**src/rtl/correlator_pkg.sv**
```systemverilog
// Shared types and sizing helpers for the correlator snapshot framer.
package correlator_pkg;

  typedef enum logic [2:0] {
    IDLE,
    SYNC,
    SEQ,
    PAYLOAD,
    CSUM
  } state_t;

  localparam logic [7:0] DEFAULT_SYNC_BYTE = 8'hA5;

  function automatic int unsigned bytes_per_word(input int unsigned resolution);
    return (resolution + 7) / 8;
  endfunction

  function automatic int unsigned payload_bytes(input int unsigned resolution,
                                                input int unsigned num_words);
    return num_words * bytes_per_word(resolution);
  endfunction

endpackage

```
**src/rtl/frame_byte_select.sv**
```systemverilog
// Combinational payload byte selector: maps a payload byte index onto the
// shadowed counter vector, each word little-endian with zero-padded upper byte.
module frame_byte_select
  import correlator_pkg::*;
#(
  parameter int unsigned RESOLUTION = 8,
  parameter int unsigned NUM_WORDS  = 28,
  parameter int unsigned IDX_W      = 1
) (
  input  logic [NUM_WORDS*RESOLUTION-1:0] shadow,
  input  logic [IDX_W-1:0]                idx,
  output logic [7:0]                      data_byte
);

  localparam int unsigned BPW = bytes_per_word(RESOLUTION);
  localparam int unsigned PB  = payload_bytes(RESOLUTION, NUM_WORDS);

  // Each word is widened to a whole number of bytes so byte k sits at [k*8 +: 8].
  logic [PB*8-1:0] padded;

  always_comb begin
    padded = '0;
    for (int unsigned w = 0; w < NUM_WORDS; w++) begin
      padded[w*BPW*8 +: RESOLUTION] = shadow[w*RESOLUTION +: RESOLUTION];
    end
  end

  always_comb begin
    data_byte = '0;
    for (int unsigned b = 0; b < PB; b++) begin
      if (idx == IDX_W'(b)) data_byte = padded[b*8 +: 8];
    end
  end

endmodule

```
**src/rtl/correlator_frame_tx.sv**
```systemverilog
// Snapshot framer: captures the counter vector on a strobe and emits
// SYNC, seq, payload and an 8-bit checksum over a valid/ready byte port.
module correlator_frame_tx
  import correlator_pkg::*;
#(
  parameter int unsigned RESOLUTION = 8,
  parameter int unsigned NUM_WORDS  = 28,
  parameter logic [7:0]  SYNC_BYTE  = DEFAULT_SYNC_BYTE
) (
  input  logic                          clk,
  input  logic                          reset,
  input  logic [NUM_WORDS*RESOLUTION-1:0] snap_data,
  input  logic                          snap_strobe,
  input  logic                          tx_ready,
  output logic [7:0]                    tx_byte,
  output logic                          tx_valid,
  output logic                          busy,
  output logic [7:0]                    overrun_count
);

  localparam int unsigned PB     = payload_bytes(RESOLUTION, NUM_WORDS);
  localparam int unsigned IDX_W  = (PB > 1) ? $clog2(PB) : 1;
  localparam int unsigned SNAP_W = NUM_WORDS * RESOLUTION;
  localparam logic [IDX_W-1:0] LAST_IDX = IDX_W'(PB - 1);

  state_t            state, state_next;
  logic [SNAP_W-1:0] shadow, shadow_next;
  logic [7:0]        seq, seq_next;
  logic [7:0]        acc, acc_next;
  logic [7:0]        tx_byte_next, overrun_next;
  logic [IDX_W-1:0]  idx, idx_next, sel_idx;
  logic              tx_valid_next;
  logic              handshake;
  logic [7:0]        sel_byte;

  assign handshake = tx_valid && tx_ready;
  assign busy      = (state != IDLE);

  // The selector looks one byte ahead so the next byte can be registered
  // at the current handshake; in SEQ it supplies payload byte 0.
  assign sel_idx = (state == PAYLOAD) ? idx + IDX_W'(1) : '0;

  frame_byte_select #(
    .RESOLUTION(RESOLUTION),
    .NUM_WORDS (NUM_WORDS),
    .IDX_W     (IDX_W)
  ) u_sel (
    .shadow   (shadow),
    .idx      (sel_idx),
    .data_byte(sel_byte)
  );

  always_comb begin
    state_next    = state;
    shadow_next   = shadow;
    seq_next      = seq;
    acc_next      = acc;
    idx_next      = idx;
    tx_byte_next  = tx_byte;
    tx_valid_next = tx_valid;
    overrun_next  = overrun_count;

    if (snap_strobe && (state != IDLE) && (overrun_count != 8'hFF)) begin
      overrun_next = overrun_count + 8'd1;
    end

    case (state)
      IDLE: begin
        if (snap_strobe) begin
          shadow_next   = snap_data;
          state_next    = SYNC;
          acc_next      = '0;
          idx_next      = '0;
          tx_byte_next  = SYNC_BYTE;
          tx_valid_next = 1'b1;
        end
      end
      SYNC: begin
        if (handshake) begin
          state_next   = SEQ;
          tx_byte_next = seq;
        end
      end
      SEQ: begin
        if (handshake) begin
          state_next   = PAYLOAD;
          acc_next     = acc + tx_byte;
          tx_byte_next = sel_byte;
        end
      end
      PAYLOAD: begin
        if (handshake) begin
          acc_next = acc + tx_byte;
          if (idx == LAST_IDX) begin
            state_next   = CSUM;
            tx_byte_next = acc + tx_byte;
          end else begin
            idx_next     = idx + IDX_W'(1);
            tx_byte_next = sel_byte;
          end
        end
      end
      CSUM: begin
        if (handshake) begin
          state_next    = IDLE;
          seq_next      = seq + 8'd1;
          idx_next      = '0;
          tx_byte_next  = '0;
          tx_valid_next = 1'b0;
        end
      end
      default: state_next = IDLE;
    endcase
  end

  always_ff @(posedge clk or posedge reset) begin
    if (reset) begin
      state         <= IDLE;
      shadow        <= '0;
      seq           <= '0;
      acc           <= '0;
      idx           <= '0;
      tx_byte       <= '0;
      tx_valid      <= 1'b0;
      overrun_count <= '0;
    end else begin
      state         <= state_next;
      shadow        <= shadow_next;
      seq           <= seq_next;
      acc           <= acc_next;
      idx           <= idx_next;
      tx_byte       <= tx_byte_next;
      tx_valid      <= tx_valid_next;
      overrun_count <= overrun_next;
    end
  end

endmodule
```
**config.mk**
```make
export PLATFORM = sky130hd
export DESIGN_NAME = correlator_frame_tx
export DESIGN_NICKNAME = d
export VERILOG_FILES = /design/src/rtl/correlator_pkg.sv /design/src/rtl/frame_byte_select.sv /design/src/rtl/correlator_frame_tx.sv
export SDC_FILE = /design/constraint.sdc
export NUM_CORES = 1
export LEC_CHECK = 0
export CAP_MARGIN = 20
export CELL_PAD_IN_SITES_DETAIL_PLACEMENT = 0
export CELL_PAD_IN_SITES_GLOBAL_PLACEMENT = 2
export CORE_MARGIN = 2
export CORE_UTILIZATION = 34
export DETAILED_ROUTE_END_ITERATION = 7
export PLACE_DENSITY_LB_ADDON = 0.1
export SLEW_MARGIN = 30
export SYNTH_ARGS = -nofsm -noshare
export SYNTH_HDL_FRONTEND = slang
export SYNTH_SLANG_ARGS = --single-unit
```
**constraint.sdc**
```tcl
create_clock -name clk -period 13.15 [get_ports clk]
set_clock_uncertainty 0.2 [all_clocks]
set_input_delay 2.63 -clock clk [delete_from_list [all_inputs] [get_ports clk]]
set_output_delay 2.63 -clock clk [all_outputs]
set_load 0.1 [all_outputs]
```
# ---- After elaboration in Yosys (flattened, before gate mapping)
# Cells that the tools add are included.
dict set report totals {
  reg_bits 265
}
dict set report op_classes {
  n_eq_ne 41
  n_reduce_logical 18
  mux 54
  add_sub_neg 4
}
# op n
set op_table {}
lappend op_table {{$mux W8} 36}
lappend op_table {{$eq A5 B5 Y1 const B} 13}
lappend op_table {{$eq A5 B4 Y1 const B} 8}
lappend op_table {{$pmux W8 S5} 1}
lappend op_table {{$mux W5} 5}
lappend op_table {{$eq A5 B3 Y1 const B} 4}
lappend op_table {{$mux W3} 6}
lappend op_table {{$add A8 B1 Y8 const B} 2}
lappend op_table {{$pmux W8 S2} 1}
lappend op_table {{$pmux W3 S5} 1}
lappend op_table {{$pmux W5 S3} 1}
lappend op_table {{$ne A2 B2 Y1 const B} 6}
lappend op_table {{$reduce_and A6 Y1} 2}
lappend op_table {{$eq A5 B2 Y1 const B} 2}
lappend op_table {{$add A8 B8 Y8} 1}
lappend op_table {{$ne A8 B8 Y1 const B} 1}
lappend op_table {{$eq A3 B2 Y1 const B} 2}
lappend op_table {{$reduce_and A3 Y1} 2}
lappend op_table {{$reduce_bool A3 Y1} 2}
lappend op_table {{$add A5 B1 Y5 const B} 1}
lappend op_table {{$eq A5 B1 Y1 const B} 1}
lappend op_table {{$logic_not A5 Y1} 1}
lappend op_table {{$reduce_and A5 Y1} 1}
lappend op_table {{$reduce_bool A5 Y1} 1}
lappend op_table {{other kinds (10)} 16}

# ---- Depth between registers and ports, before layout
dict set report depth {
  word_depth 34
  mapped_depth 11
  mapped_depth_nobuf 10
}

# ---- Hierarchy
# A second synthesis with hierarchy kept.
dict set report unflattened {
  hier_cells 1116
  area_unflattened_um2 14084.8
}
# mod n_inst area_each_um2 cells_each seq_area_each_um2
set modules_own_cells {}
lappend modules_own_cells {correlator_frame_tx 1 11313.4 721 6631.4}
lappend modules_own_cells {frame_byte_select 1 2771.4 395 0.0}

# ---- Least setup slack after synthesis
# Ideal clock, no wire load.
dict set report synth_timing {
  kind {in2reg}
  startpoint {input snap_strobe}
  endpoint {register tx_byte[6]}
  arrival_ps 4389
  setup_time_ps 121
  path_slack_ps 8439
  path_stages 8
  required_time_ps 12829
  cell_sequence {or3b_2 o21ai_0 a21oi_1 nand2_1 o21ai_0 a31o_2 or4_1 o22a_1}
}
dict set report synth_via {
  elab_chain_cells 2
}
# item line
set synth_lines {}
lappend synth_lines {{from (decl)} correlator_frame_tx.sv:13} ;# input logic snap_strobe,
lappend synth_lines {{$ne A2 B2 Y1 (no line)} --}
lappend synth_lines {{$reduce_and A6 Y1 (no line)} --}
lappend synth_lines {{to (signal assigned)} correlator_frame_tx.sv:132} ;# tx_byte <= tx_byte_next;
lappend synth_lines {{to (decl)} correlator_frame_tx.sv:15} ;# output logic [7:0] tx_byte,
# No other way between the ends.
# A chain may end at the register's enable or synchronous reset.

# ---- Worst setup path after layout
dict set report layout_timing {
  startpoint {register state[0]}
  endpoint {output busy}
}
dict set report layout_via {
  elab_chain_cells 1
}
# item line
set layout_lines {}
lappend layout_lines {{from (decl)} correlator_frame_tx.sv:26} ;# state_t state, state_next;
lappend layout_lines {{from (signal assigned)} correlator_frame_tx.sv:127} ;# state <= state_next;
lappend layout_lines {{$reduce_bool A3 Y1} correlator_frame_tx.sv:37} ;# assign busy = (state != IDLE);
lappend layout_lines {{to (decl)} correlator_frame_tx.sv:17} ;# output logic busy,
# No other way between the ends.

==> impl_metrics.toml <==
[run_status]
status = "finished, final reports clean"

[timing]
timing.setup.tns_ns = 0
slew_violations = 0
rsz0062_at_grt = "no"
layout_min_cycle_time_ns = 5.714
max_slew_margin = 0.3416
hold_violations = 0
period_share = 0.4346
worst_slew_pin_slew_ns = 0.9845
fmax_mhz = 175.0
setup_viol = 0

[floorplanning]
die_y_um = 200.2
die_area_um2 = 40090
die_x_um = 200.2
num_rows = 71
core_um2 = 37760
io_pins = 246
initial_core_util = 0.3468

[power_and_ir_drop]
p_per_area_nw_per_um2 = 111.8
leakage_nw = 7.638
vdd_drop_max_v = 0.00008936

[cts]
cts_root_buf = "clkbuf_16"
cts_resized = 0
postCtsSetupBuffers = 0
clockBufferDepth = 3
clkLatencyLatePin_ns = 0.59
clk_pin_slew_worst_paths_ns = 0.06
htreeDepth = 1
numCtsBuffers = 30
cts_tree = "yes"
clock_sinks = 265
hold_buffers = 0

[grt]
grt_antenna_before_repair = 1
grt_max_degree = 154
grt_usage = 0.2283
grt_pass1_wl_um = 69890
first_global_vias = 10900
grt_remaining_overflow = 0

[critical_path]
critPathArrivalTime_ns = 2.88
crit_path_max_fanout = 20
cp.required_ns = 10.32
worst-setup-path-type = "reg -> out"
startpoint_type = "register"
endpoint_kind = "primary output"

[logic_synthesis]
avgSynthCellArea_um2 = 11.55
synthTopCellsByCount = "dfrtp_1, mux2_2, nand2_1, o21ai_0, nor2_1"
yosys_warnings = 0
synthesis.nets = 1373
synth_top_area_cell = "dfrtp_1"
synth_area_um2 = 13090
synth_top_cell_area_share = 0.5065
synth_edf_count = 0
synthCells = 1134
ys.flop_type = "dfrtp_1"
synth.yosys.seq_area_share = 0.5065
synth_cell_types = 79
synth.most_common_cell = "dfrtp_1"
ys_async_sr_fraction = 1.000
synthTopCellsByArea = "dfrtp_1, mux2_2, nand2_1"
synth-seq-cells = 265

[placement]
gp_congestion = 0.8103
dp_hpwl_um = 34260
portBuffers = 245

[final_layout]
diodes = 0
fin_nets = 1614
drive_gt1_frac = 0.2302
fillers = 3592
final_util = 0.4559
area_delta_synth_final_pct = 31.48

[routing]
drc = 0
viasPerCell = 5.434
wl_um = 46130
wl_per_cell_um = 24.15
vias = 10380
ant_nets = 0
dr.first_iter.drc_count = 601
drt_pre_antenna_iters = 5

[flow_run]
maxCapViolCount = 0

[min_path]
hold_path_class = "reg -> reg"
==> report_power, final <==
| part | total, mW | switching, mW | internal, mW |
|---|---|---|---|
| logic | 0.206 | 0.118 | 0.0874 |
| clock network | 0.879 | 0.352 | 0.527 |
| registers | 0.840 | 0.0138 | 0.826 |
| total | 1.92 | 0.484 | 1.44 |
==> cells by family (layout without fill, tap and decap cells) <==
kind of cell	count (synthesis)	after routing	share of synthesized area
and+or+nand+nor	252	252	0.09327
adders and majority gates	11	11	0.01109
xor gates and xnor gates	24	24	0.01605
muxes	223	223	0.1925
DFF	265	265	0.5065
buffers and inverters	80	345	0.02590
AOI/OAI and AO/OA	279	279	0.1547
==> registers in the layout (all words and copies together) (netlist names) <==
name           flops
acc                8
tx_valid           1
idx                5
shadow           224
state              3
tx_byte            8
seq                8
overrun_count      8
==> cell usage in the layout (no fill, tap or decap), types with 17 or more instances in the layout <==
cell	Yosys	final
dfrtp_1	265	265
clkdlybuf4s50_1	0	245
mux2_2	220	220
nand2_1	91	91
o21ai_0	58	58
nor2_1	48	47
a21oi_1	35	35
nand3_1	31	31
a22oi_1	30	30
clkbuf_16	0	30
buf_4	2	21
inv_1	21	20
xnor2_1	19	18
nor3_1	18	17
a221oi_1	17	17
==> critical path, cell delays in order, from the launching register on <==
cell and delay (ns):
dfrtp_1 0.71, nor2_1 0.26, nand2_1 0.19, clkdlybuf4s50_1 1.15
==> per-stage QoR <==
stage / setup WS [ns] / hold slack [ns] / instance area, um2 / cells / power, mW
floorplan: 3.023 / 0.2462 / 13090 / 1134 / 0.9534
global route: 7.249 / 0.2871 / 17210 / 1910 / 1.985
detailed placement: 6.849 / 0.2695 / 16140 / 1853 / 1.062
global placement: 6.924 / 0.2685 / 16130 / 1853 / 1.062
finish: 7.436 / 0.2805 / 17210 / 1910 / 1.924
CTS: 7.375 / 0.2793 / 17180 / 1909 / 1.946
==> routing by layer <==
| layer | up-vias | GRT usage | wire length, um |
|---|---|---|---|
| li1 | 4755 | - | - |
| met5 | - | 0 | 0 |
| met1 | 5321 | 0.3308 | 21790 |
| met4 | 0 | 0.05197 | 872 |
| met3 | 51 | 0.02912 | 1779 |
| met2 | 251 | 0.3638 | 21680 |
==> final timing paths <==
| kind | cells past startpoint | slack (ns) | endpoint | from |
|---|---|---|---|---|
| max | 3 | 7.44 | busy | state[0] |
| min | 1 | 0.28 | seq[7] | seq[7] |
| max reg2reg | 10 | 8.78 | tx_byte[4] | idx[1] |
| min reg2reg | 1 | 0.28 | seq[7] | seq[7] |
| max in group asynchronous | 4 | 8.97 | shadow[190] | reset |
| min in group asynchronous | 2 | 2.39 | shadow[48] | reset |
==> final cells by class <==
| type | count | area, um2 | share of cell area |
|---|---|---|---|
| clock buffers | 44 | 893.4 | 0.05190 |
| clock inverters | 12 | 146.4 | 0.008504 |
| inverters | 21 | 86.33 | 0.005015 |
| multi-input cells | 789 | 6160 | 0.3578 |
| flip-flops and latches | 265 | 6631 | 0.3852 |
| well taps | 511 | 639.4 | 0.03714 |
| repair buffers | 268 | 2658 | 0.1544 |
Power figures use the tool's default switching activity.
